===== config.mk =====
export PLATFORM = sky130hd
export DESIGN_NAME = pwm_counter
export DESIGN_NICKNAME = d
export VERILOG_FILES = /design/src/rtl/pwm_pkg.sv /design/src/rtl/pwm_counter_prescaler.sv /design/src/rtl/pwm_counter.sv
export SDC_FILE = /design/constraint.sdc
export NUM_CORES = 1
export LEC_CHECK = 0
export ABC_AREA = 1
export ABC_CLOCK_PERIOD_IN_PS = 3100
export CAP_MARGIN = 20
export CORE_ASPECT_RATIO = 1.2
export CORE_UTILIZATION = 58
export CTS_CLUSTER_SIZE = 10
export DETAILED_ROUTE_END_ITERATION = 8
export PLACE_DENSITY = 0.82
export SYNTH_ARGS = -nofsm -noshare
export SYNTH_HDL_FRONTEND = slang
export SYNTH_HIERARCHICAL = 1
export SYNTH_SLANG_ARGS = --single-unit

===== constraint.sdc =====
create_clock -name clk -period 3.1 [get_ports clk]
set_input_delay 0.31 -clock clk [delete_from_list [all_inputs] [get_ports clk]]
set_output_delay 0.31 -clock clk [all_outputs]
set_load 0.02 [all_outputs]

===== src/rtl/pwm_pkg.sv =====
// Shared constants for the PWM timebase, generator and register block.
// Widths, direction encoding and counter state encoding.
package pwm_pkg;

  localparam int COUNT_W_DEF = 16;
  localparam int PRESC_W_DEF = 8;

  localparam logic DIR_UP   = 1'b0;
  localparam logic DIR_DOWN = 1'b1;

  typedef enum logic {
    IDLE = 1'b0,
    RUN  = 1'b1
  } state_e;

endpackage


===== src/rtl/pwm_counter_prescaler.sv =====
// Clock prescaler for the PWM timebase.
// Counts 0..load and pulses tick combinationally on the terminal count.
module pwm_prescaler
  import pwm_pkg::*;
#(
  parameter int PRESC_W = PRESC_W_DEF
) (
  input  logic               clk,
  input  logic               rst_n,
  input  logic               en,
  input  logic               clr,
  input  logic [PRESC_W-1:0] load,
  output logic               tick
);

  localparam logic [PRESC_W-1:0] ONE = 1;

  logic [PRESC_W-1:0] psc;

  assign tick = en && !clr && (psc == load);

  always_ff @(posedge clk) begin
    if (!rst_n) begin
      psc <= '0;
    end else if (clr) begin
      psc <= '0;
    end else if (en) begin
      psc <= tick ? '0 : psc + ONE;
    end
  end

endmodule


===== src/rtl/pwm_counter.sv =====
// PWM timebase: prescaled up/down counter with period-boundary shadows.
// Feeds count_val to pwm_gen and a wrap pulse to the register block.
module pwm_counter
  import pwm_pkg::*;
#(
  parameter int COUNT_W = COUNT_W_DEF,
  parameter int PRESC_W = PRESC_W_DEF
) (
  input  logic               clk,
  input  logic               rst_n,
  input  logic               en,
  input  logic               count_clr,
  input  logic [COUNT_W-1:0] period,
  input  logic [PRESC_W-1:0] prescale,
  input  logic               dir_down,
  output logic [COUNT_W-1:0] count_val,
  output logic               tick,
  output logic               wrap
);

  localparam logic [COUNT_W-1:0] ONE = 1;

  state_e             state;
  logic [COUNT_W-1:0] period_s;
  logic [PRESC_W-1:0] prescale_s;
  logic               dir_s;

  logic               psc_en;
  logic               psc_clr;
  logic               psc_tick;

  logic [COUNT_W-1:0] last_val;
  logic [COUNT_W-1:0] reload_val;
  logic [COUNT_W-1:0] next_val;
  logic               at_end;

  function automatic logic [COUNT_W-1:0] start_val(
    input logic               d,
    input logic [COUNT_W-1:0] p
  );
    if (d == DIR_DOWN && p != '0) begin
      return p - ONE;
    end
    return '0;
  endfunction

  // period 0 collapses to period 1 so the counter never runs away
  assign last_val   = (period_s == '0) ? '0 : period_s - ONE;
  assign reload_val = start_val(dir_down, period);

  always_comb begin
    at_end   = 1'b0;
    next_val = count_val;
    unique case (1'b1)
      (dir_s == DIR_DOWN): begin
        at_end   = (count_val == '0);
        next_val = count_val - ONE;
      end
      default: begin
        at_end   = (count_val >= last_val);
        next_val = count_val + ONE;
      end
    endcase
  end

  assign psc_en  = (state == RUN) && en && !count_clr;
  assign psc_clr = count_clr || (state == IDLE);

  pwm_prescaler #(
    .PRESC_W (PRESC_W)
  ) u_presc (
    .clk   (clk),
    .rst_n (rst_n),
    .en    (psc_en),
    .clr   (psc_clr),
    .load  (prescale_s),
    .tick  (psc_tick)
  );

  always_ff @(posedge clk) begin
    if (!rst_n) begin
      state      <= IDLE;
      period_s   <= '0;
      prescale_s <= '0;
      dir_s      <= DIR_UP;
      count_val  <= '0;
      tick       <= 1'b0;
      wrap       <= 1'b0;
    end else if (count_clr) begin
      state      <= IDLE;
      period_s   <= period;
      prescale_s <= prescale;
      dir_s      <= dir_down;
      count_val  <= reload_val;
      tick       <= 1'b0;
      wrap       <= 1'b0;
    end else begin
      tick <= 1'b0;
      wrap <= 1'b0;
      unique case (state)
        IDLE: begin
          period_s   <= period;
          prescale_s <= prescale;
          dir_s      <= dir_down;
          count_val  <= reload_val;
          if (en) begin
            state <= RUN;
          end
        end
        RUN: begin
          if (psc_tick) begin
            tick <= 1'b1;
            if (at_end) begin
              wrap       <= 1'b1;
              period_s   <= period;
              prescale_s <= prescale;
              dir_s      <= dir_down;
              count_val  <= reload_val;
            end else begin
              count_val <= next_val;
            end
          end
        end
        default: state <= IDLE;
      endcase
    end
  end

endmodule

==> impl_results.html <==
<table>
<tr><th>Metric</th><th>Value</th></tr>
<tr><th colspan="2">Setup path</th></tr>
<tr><td>FF-to-FF path depth</td><td>22</td></tr>
<tr><td>Critical path peak fanout</td><td>25</td></tr>
<tr><td>Critical Setup Path Class</td><td>register to register</td></tr>
<tr><td>Critical path origin</td><td>period_s[2]</td></tr>
<tr><td>Arrival time at the worst endpoint</td><td>roughly 3.5 ns</td></tr>
<tr><td>Capturing instance or port of the critical path</td><td>prescale_s[5]</td></tr>
<tr><td>Cell-by-cell listing of the critical path</td><td>nor2_1, nand2_1, nor3_2, nand2_1, inv_1, nand2_2, inv_2, buf_4, a21boi_0, o21ai_1, ha_1, nand2_1, o21bai_1, a21oi_1, nor2_1, nand2_1, nand2_2, nand3_4, nand2_8, inv_8, nor2_1, nor2_1</td></tr>
<tr><td>Total number of cells along the worst setup path</td><td>22</td></tr>
<tr><td>Reg2reg start</td><td>period_s[2]</td></tr>
<tr><td>Critical Path RT</td><td>approximately 3.3 ns</td></tr>
<tr><td>Reg-to-reg setup timing slack</td><td>-0.14 ns</td></tr>
<tr><td>Standard cell with the maximum stage delay on the critical path</td><td>sky130_fd_sc_hd__dfxtp_4</td></tr>
<tr><td>Delay of the slowest critical-path stage</td><td>approximately 0.38 ns</td></tr>
<tr><td>Family with the most delay on the worst path</td><td>simple AND/OR/NAND/NOR gates</td></tr>
<tr><td>Crit start category</td><td>register</td></tr>
<tr><td>End of the worst register-to-register path</td><td>prescale_s[5]</td></tr>
<tr><td>Buffers plus inverters on the worst setup path</td><td>4</td></tr>
<tr><td>Critical path capture point type</td><td>register</td></tr>
<tr><th colspan="2">Place</th></tr>
<tr><td>Post-DP HPWL</td><td>approximately 9200 um</td></tr>
<tr><td>Total of buffers placed on input and output ports</td><td>46</td></tr>
<tr><td>Cell area after placement</td><td>a little under 0.005 mm^2</td></tr>
<tr><td>Gp weighted congestion</td><td>between 1 and 1.5</td></tr>
<tr><td>Worst setup slack after placement</td><td>around 0.046 ns</td></tr>
<tr><th colspan="2">Hold path</th></tr>
<tr><td>Class of the tightest hold or removal check</td><td>register to register</td></tr>
<tr><th colspan="2">Finish</th></tr>
<tr><td>Fillers</td><td>around 590</td></tr>
<tr><td>Highest-count cells in the layout ignoring fill and taps</td><td>151 x sky130_fd_sc_hd__nand2_1, 120 x sky130_fd_sc_hd__nor2_1, 69 x sky130_fd_sc_hd__inv_1, 51 x sky130_fd_sc_hd__dfxtp_1, 46 x sky130_fd_sc_hd__clkdlybuf4s50_1</td></tr>
<tr><td>Number of inserted diodes</td><td>0</td></tr>
<tr><td>Design Area, Final</td><td>0.005216 mm^2</td></tr>
<tr><td>Ratio of cells with drive above 1 in the final layout</td><td>0.1180</td></tr>
<tr><td>Commonest non-fill, non-tap cell in the layout</td><td>sky130_fd_sc_hd__nand2_1</td></tr>
<tr><td>Synth-to-layout area growth</td><td>20.28%</td></tr>
<tr><td>Combined flip-flop and latch cell area</td><td>0.001045 mm^2</td></tr>
<tr><td>Area of combinational cells with multiple inputs</td><td>slightly above 0.003 mm^2</td></tr>
<tr><td>NumNets Final</td><td>around 800</td></tr>
<tr><th colspan="2">CTS</th></tr>
<tr><td>Number of hold buffers added after CTS</td><td>0</td></tr>
<tr><td>Clock net sink count</td><td>between 50 and 60</td></tr>
<tr><td>Clock latency on the worst-skew pair</td><td>approximately 0.31 ns</td></tr>
<tr><td>Clock root buffer master</td><td>sky130_fd_sc_hd__clkbuf_8</td></tr>
<tr><td>CTS tree</td><td>done</td></tr>
<tr><td>Number of buffers created by CTS</td><td>5</td></tr>
<tr><td>Max Buffers Root-to-Sink</td><td>2</td></tr>
<tr><td>Clock-pin slew reported for the worst setup and hold paths after clock tree synthesis</td><td>around 0.10 ns</td></tr>
<tr><td>H-Tree Depth</td><td>2</td></tr>
<tr><th colspan="2">Timing</th></tr>
<tr><td>Fin crit share</td><td>1.045</td></tr>
<tr><td>Shortest clock period the worst path allows after layout</td><td>about 3.2 ns</td></tr>
<tr><td># setup viols final</td><td>41</td></tr>
<tr><td>Slew of the pin with the lowest slew margin</td><td>between 0.5 and 0.6 ns</td></tr>
<tr><td>Highest achievable clock rate</td><td>between 0.3 and 0.4 GHz</td></tr>
<tr><td>Final number of hold-violating endpoints</td><td>0</td></tr>
<tr><td>Unrepaired setup endpoints after global routing</td><td>true</td></tr>
<tr><td>Rel. slew slack</td><td>0.6398</td></tr>
<tr><td>Final Skew</td><td>~0.010 ns</td></tr>
<tr><td>Fin. max-slew vios</td><td>0</td></tr>
<tr><td>Setup ws final</td><td>-0.1381 ns</td></tr>
<tr><th colspan="2">Yosys</th></tr>
<tr><td>Share of synthesized flip-flops with an asynchronous set or reset</td><td>0</td></tr>
<tr><td>Synthesis warning total</td><td>6</td></tr>
<tr><td>Number of synthesized flops with an enable pin</td><td>0</td></tr>
<tr><td>Mean post-synth cell area</td><td>6.387 um^2</td></tr>
<tr><td>Number of synthesized register bits</td><td>52</td></tr>
<tr><td>Top FF cell, synth</td><td>sky130_fd_sc_hd__dfxtp_1</td></tr>
<tr><td>Cell area after technology mapping</td><td>0.004337 mm^2</td></tr>
<tr><td>Synth Net Count</td><td>~740</td></tr>
<tr><td>Sequential fraction of the synthesis area</td><td>0.2400</td></tr>
<tr><td>Number of distinct library cells after synthesis</td><td>45</td></tr>
<tr><td>Synthesized instance count</td><td>approximately 680</td></tr>
<tr><th colspan="2">Floorplanning</th></tr>
<tr><td>Die Outline Area</td><td>roughly 0.008 mm^2</td></tr>
<tr><td>Number of rows in the core area</td><td>34</td></tr>
<tr><td>Area of the core</td><td>~0.0072 mm^2</td></tr>
<tr><td>Initial Utilization</td><td>0.5997</td></tr>
<tr><td>Io pins</td><td>47</td></tr>
<tr><td>Die Y-Extent</td><td>roughly 97 um</td></tr>
<tr><td>Die W</td><td>80.94 um</td></tr>
<tr><th colspan="2">Drt</th></tr>
<tr><td>Via total after detailed routing</td><td>around 4,700</td></tr>
<tr><td>Post-detailed-routing wire length</td><td>roughly 12,000 um</td></tr>
<tr><td>Routed WL per cell</td><td>about 15 um</td></tr>
<tr><td>Number of iterations in the first detailed-routing pass</td><td>5</td></tr>
<tr><td>Number of design-rule violations left by the first detailed-router iteration</td><td>approximately 470</td></tr>
<tr><td>Remaining number of nets flagged by the antenna check after routing</td><td>0</td></tr>
<tr><td>Avg Vias per Cell</td><td>between 5 and 6</td></tr>
<tr><td>Post-detailed-route DRC marker count</td><td>0</td></tr>
<tr><th colspan="2">Power</th></tr>
<tr><td>P per Cell Area</td><td>~350 mW/mm^2</td></tr>
<tr><td>Peak supply drop</td><td>0.2006 mV</td></tr>
<tr><td>Total Power</td><td>roughly 1.8 mW</td></tr>
<tr><td>Leakage</td><td>between 2 and 2.5 nW</td></tr>
<tr><th colspan="2">Run status</th></tr>
<tr><td>Violations in the final reports</td><td>setup timing</td></tr>
<tr><td>Outcome</td><td>finished with violations</td></tr>
<tr><th colspan="2">Global routing</th></tr>
<tr><td>Number of global-route vias before repair</td><td>4,273</td></tr>
<tr><td>Number of antenna violations at the first check in global routing</td><td>0</td></tr>
<tr><td>Pin count of the biggest net entering global routing</td><td>26</td></tr>
<tr><td>First-pass GRT wire length</td><td>slightly below 20,000 um</td></tr>
<tr><td>Total global-route track usage</td><td>0.3154</td></tr>
<tr><td>Residual overflow from global routing</td><td>0</td></tr>
<tr><th colspan="2">Run</th></tr>
<tr><td># Max-Cap Violations</td><td>0</td></tr>
</table>
==> synthesized netlist by cell type, types with 2 or more instances <==
cell	number	area share
sky130_fd_sc_hd__o21bai_1	4	0.0069
sky130_fd_sc_hd__nand4_1	13	0.019
sky130_fd_sc_hd__buf_6	4	0.010
sky130_fd_sc_hd__o21ai_1	4	0.0046
sky130_fd_sc_hd__and2_1	3	0.0043
sky130_fd_sc_hd__nor4_2	2	0.0058
sky130_fd_sc_hd__nor2_2	6	0.0087
sky130_fd_sc_hd__nand3_1	36	0.042
sky130_fd_sc_hd__nor2_1	126	0.11
sky130_fd_sc_hd__nor3_1	8	0.0092
sky130_fd_sc_hd__or2_2	5	0.0072
sky130_fd_sc_hd__a21boi_0	2	0.0035
sky130_fd_sc_hd__clkbuf_1	5	0.0043
sky130_fd_sc_hd__or2_1	3	0.0043
sky130_fd_sc_hd__xnor2_1	14	0.028
sky130_fd_sc_hd__a21oi_1	29	0.033
sky130_fd_sc_hd__buf_2	2	0.0023
sky130_fd_sc_hd__nand2_1	155	0.13
sky130_fd_sc_hd__xor2_1	19	0.038
sky130_fd_sc_hd__buf_4	2	0.0035
sky130_fd_sc_hd__inv_1	70	0.061
sky130_fd_sc_hd__o21ai_0	49	0.057
sky130_fd_sc_hd__ha_1	35	0.10
sky130_fd_sc_hd__dfxtp_1	52	0.24
sky130_fd_sc_hd__and3_1	2	0.0029
sky130_fd_sc_hd__nor3_2	2	0.0046
sky130_fd_sc_hd__nand3b_1	2	0.0035
sky130_fd_sc_hd__inv_2	8	0.0069
==> flip-flops by register name (all words and copies together), names as in the netlist <==
signal,count
tick,1
prescale_s,8
u_presc/psc,8
count_val,16
dir_s,1
state,1
period_s,16
wrap,1
==> worst min path at each step <==
stage | startpoint | end | slack [ns] | depth (start not counted)
4_1_cts | period_s[15] | period_s[15] | 0.50 | 2
5_1_grt | period_s[15] | period_s[15] | 0.52 | 2
3_3_place_gp | period_s[15] | period_s[15] | 0.47 | 2
2_1_floorplan | count_clr | state | 0.39 | 1
3_5_place_dp | period_s[15] | period_s[15] | 0.48 | 2
6_report | period_s[15] | period_s[15] | 0.50 | 2
==> kinds of logic (layout without fill, tap and decap cells) <==
group	count (synthesis)	count (layout)	synth area share
simple gates	372	373	0.3788
compound gates	93	93	0.1166
buf+inv	92	149	0.09002
flops	52	52	0.2400
fa+ha+maj	36	36	0.1056
xor+xnor	33	33	0.06665
mux	1	1	0.002308
==> timing repair <==
action / in CTS / in global routing
buffers inserted: 0 / 4
cloned: 0 / 3
hold endpoints to repair: 0 / 0
pin swaps: 0 / 9
endpoints found under the setup margin: 1 / 42
resized for setup: 1 / 62
==> power by group <==
group / switching (mW) / internal (mW) / total, mW
Clock: 0.239 / 0.161 / 0.400
Sequential: 0.0637 / 0.710 / 0.774
Combinational: 0.391 / 0.279 / 0.669
Total: 0.694 / 1.15 / 1.84
==> worst reg2reg max path, stage by stage (launching register included) <==
cell	delay (ns)
sky130_fd_sc_hd__dfxtp_4	0.38
sky130_fd_sc_hd__nor2_1	0.11
sky130_fd_sc_hd__nand2_1	0.11
sky130_fd_sc_hd__nor3_2	0.20
sky130_fd_sc_hd__nand2_1	0.11
sky130_fd_sc_hd__inv_1	0.07
sky130_fd_sc_hd__nand2_2	0.06
sky130_fd_sc_hd__inv_2	0.07
sky130_fd_sc_hd__buf_4	0.11
sky130_fd_sc_hd__a21boi_0	0.08
sky130_fd_sc_hd__o21ai_1	0.25
sky130_fd_sc_hd__ha_1	0.31
sky130_fd_sc_hd__nand2_1	0.11
sky130_fd_sc_hd__o21bai_1	0.13
sky130_fd_sc_hd__a21oi_1	0.10
sky130_fd_sc_hd__nor2_1	0.10
sky130_fd_sc_hd__nand2_1	0.09
sky130_fd_sc_hd__nand2_2	0.10
sky130_fd_sc_hd__nand3_4	0.17
sky130_fd_sc_hd__nand2_8	0.19
sky130_fd_sc_hd__inv_8	0.09
sky130_fd_sc_hd__nor2_1	0.14
sky130_fd_sc_hd__nor2_1	0.06
==> per-layer routing <==
metal / global-route usage / up-vias / wire length, um
li1: - / 2303 / -
met1: 0.4075 / 2125 / 5221
met2: 0.5430 / 199 / 6157
met3: 0.02925 / 40 / 704
met4: 0.09341 / 0 / 415
met5: 0 / - / 0
==> metrics by stage <==
stage | setup TNS (ns) | cells | hold WS, ns | util
CTS | 0 | 820 | 0.4987 | 0.6907
global route | -11.23 | 827 | 0.5203 | 0.7213
detailed placement | 0 | 812 | 0.4782 | 0.6770
finish | -3.749 | 827 | 0.4969 | 0.7213
floorplan | 0 | 679 | 0.3885 | -
global placement | 0 | 812 | 0.4651 | 0.6770
==> cell type report <==
| type | count | share of cell area |
|---|---|---|
| Timing Repair Buffer | 62 | 0.1214 |
| Inverter | 79 | 0.05829 |
| Sequential cell | 52 | 0.2003 |
| Clock buffer | 5 | 0.01319 |
| Multi-Input combinational cell | 536 | 0.5812 |
| Tap cell | 90 | 0.02159 |
| Clock inverter | 3 | 0.004078 |
Note: power is estimated with default switching activity, not from simulation.
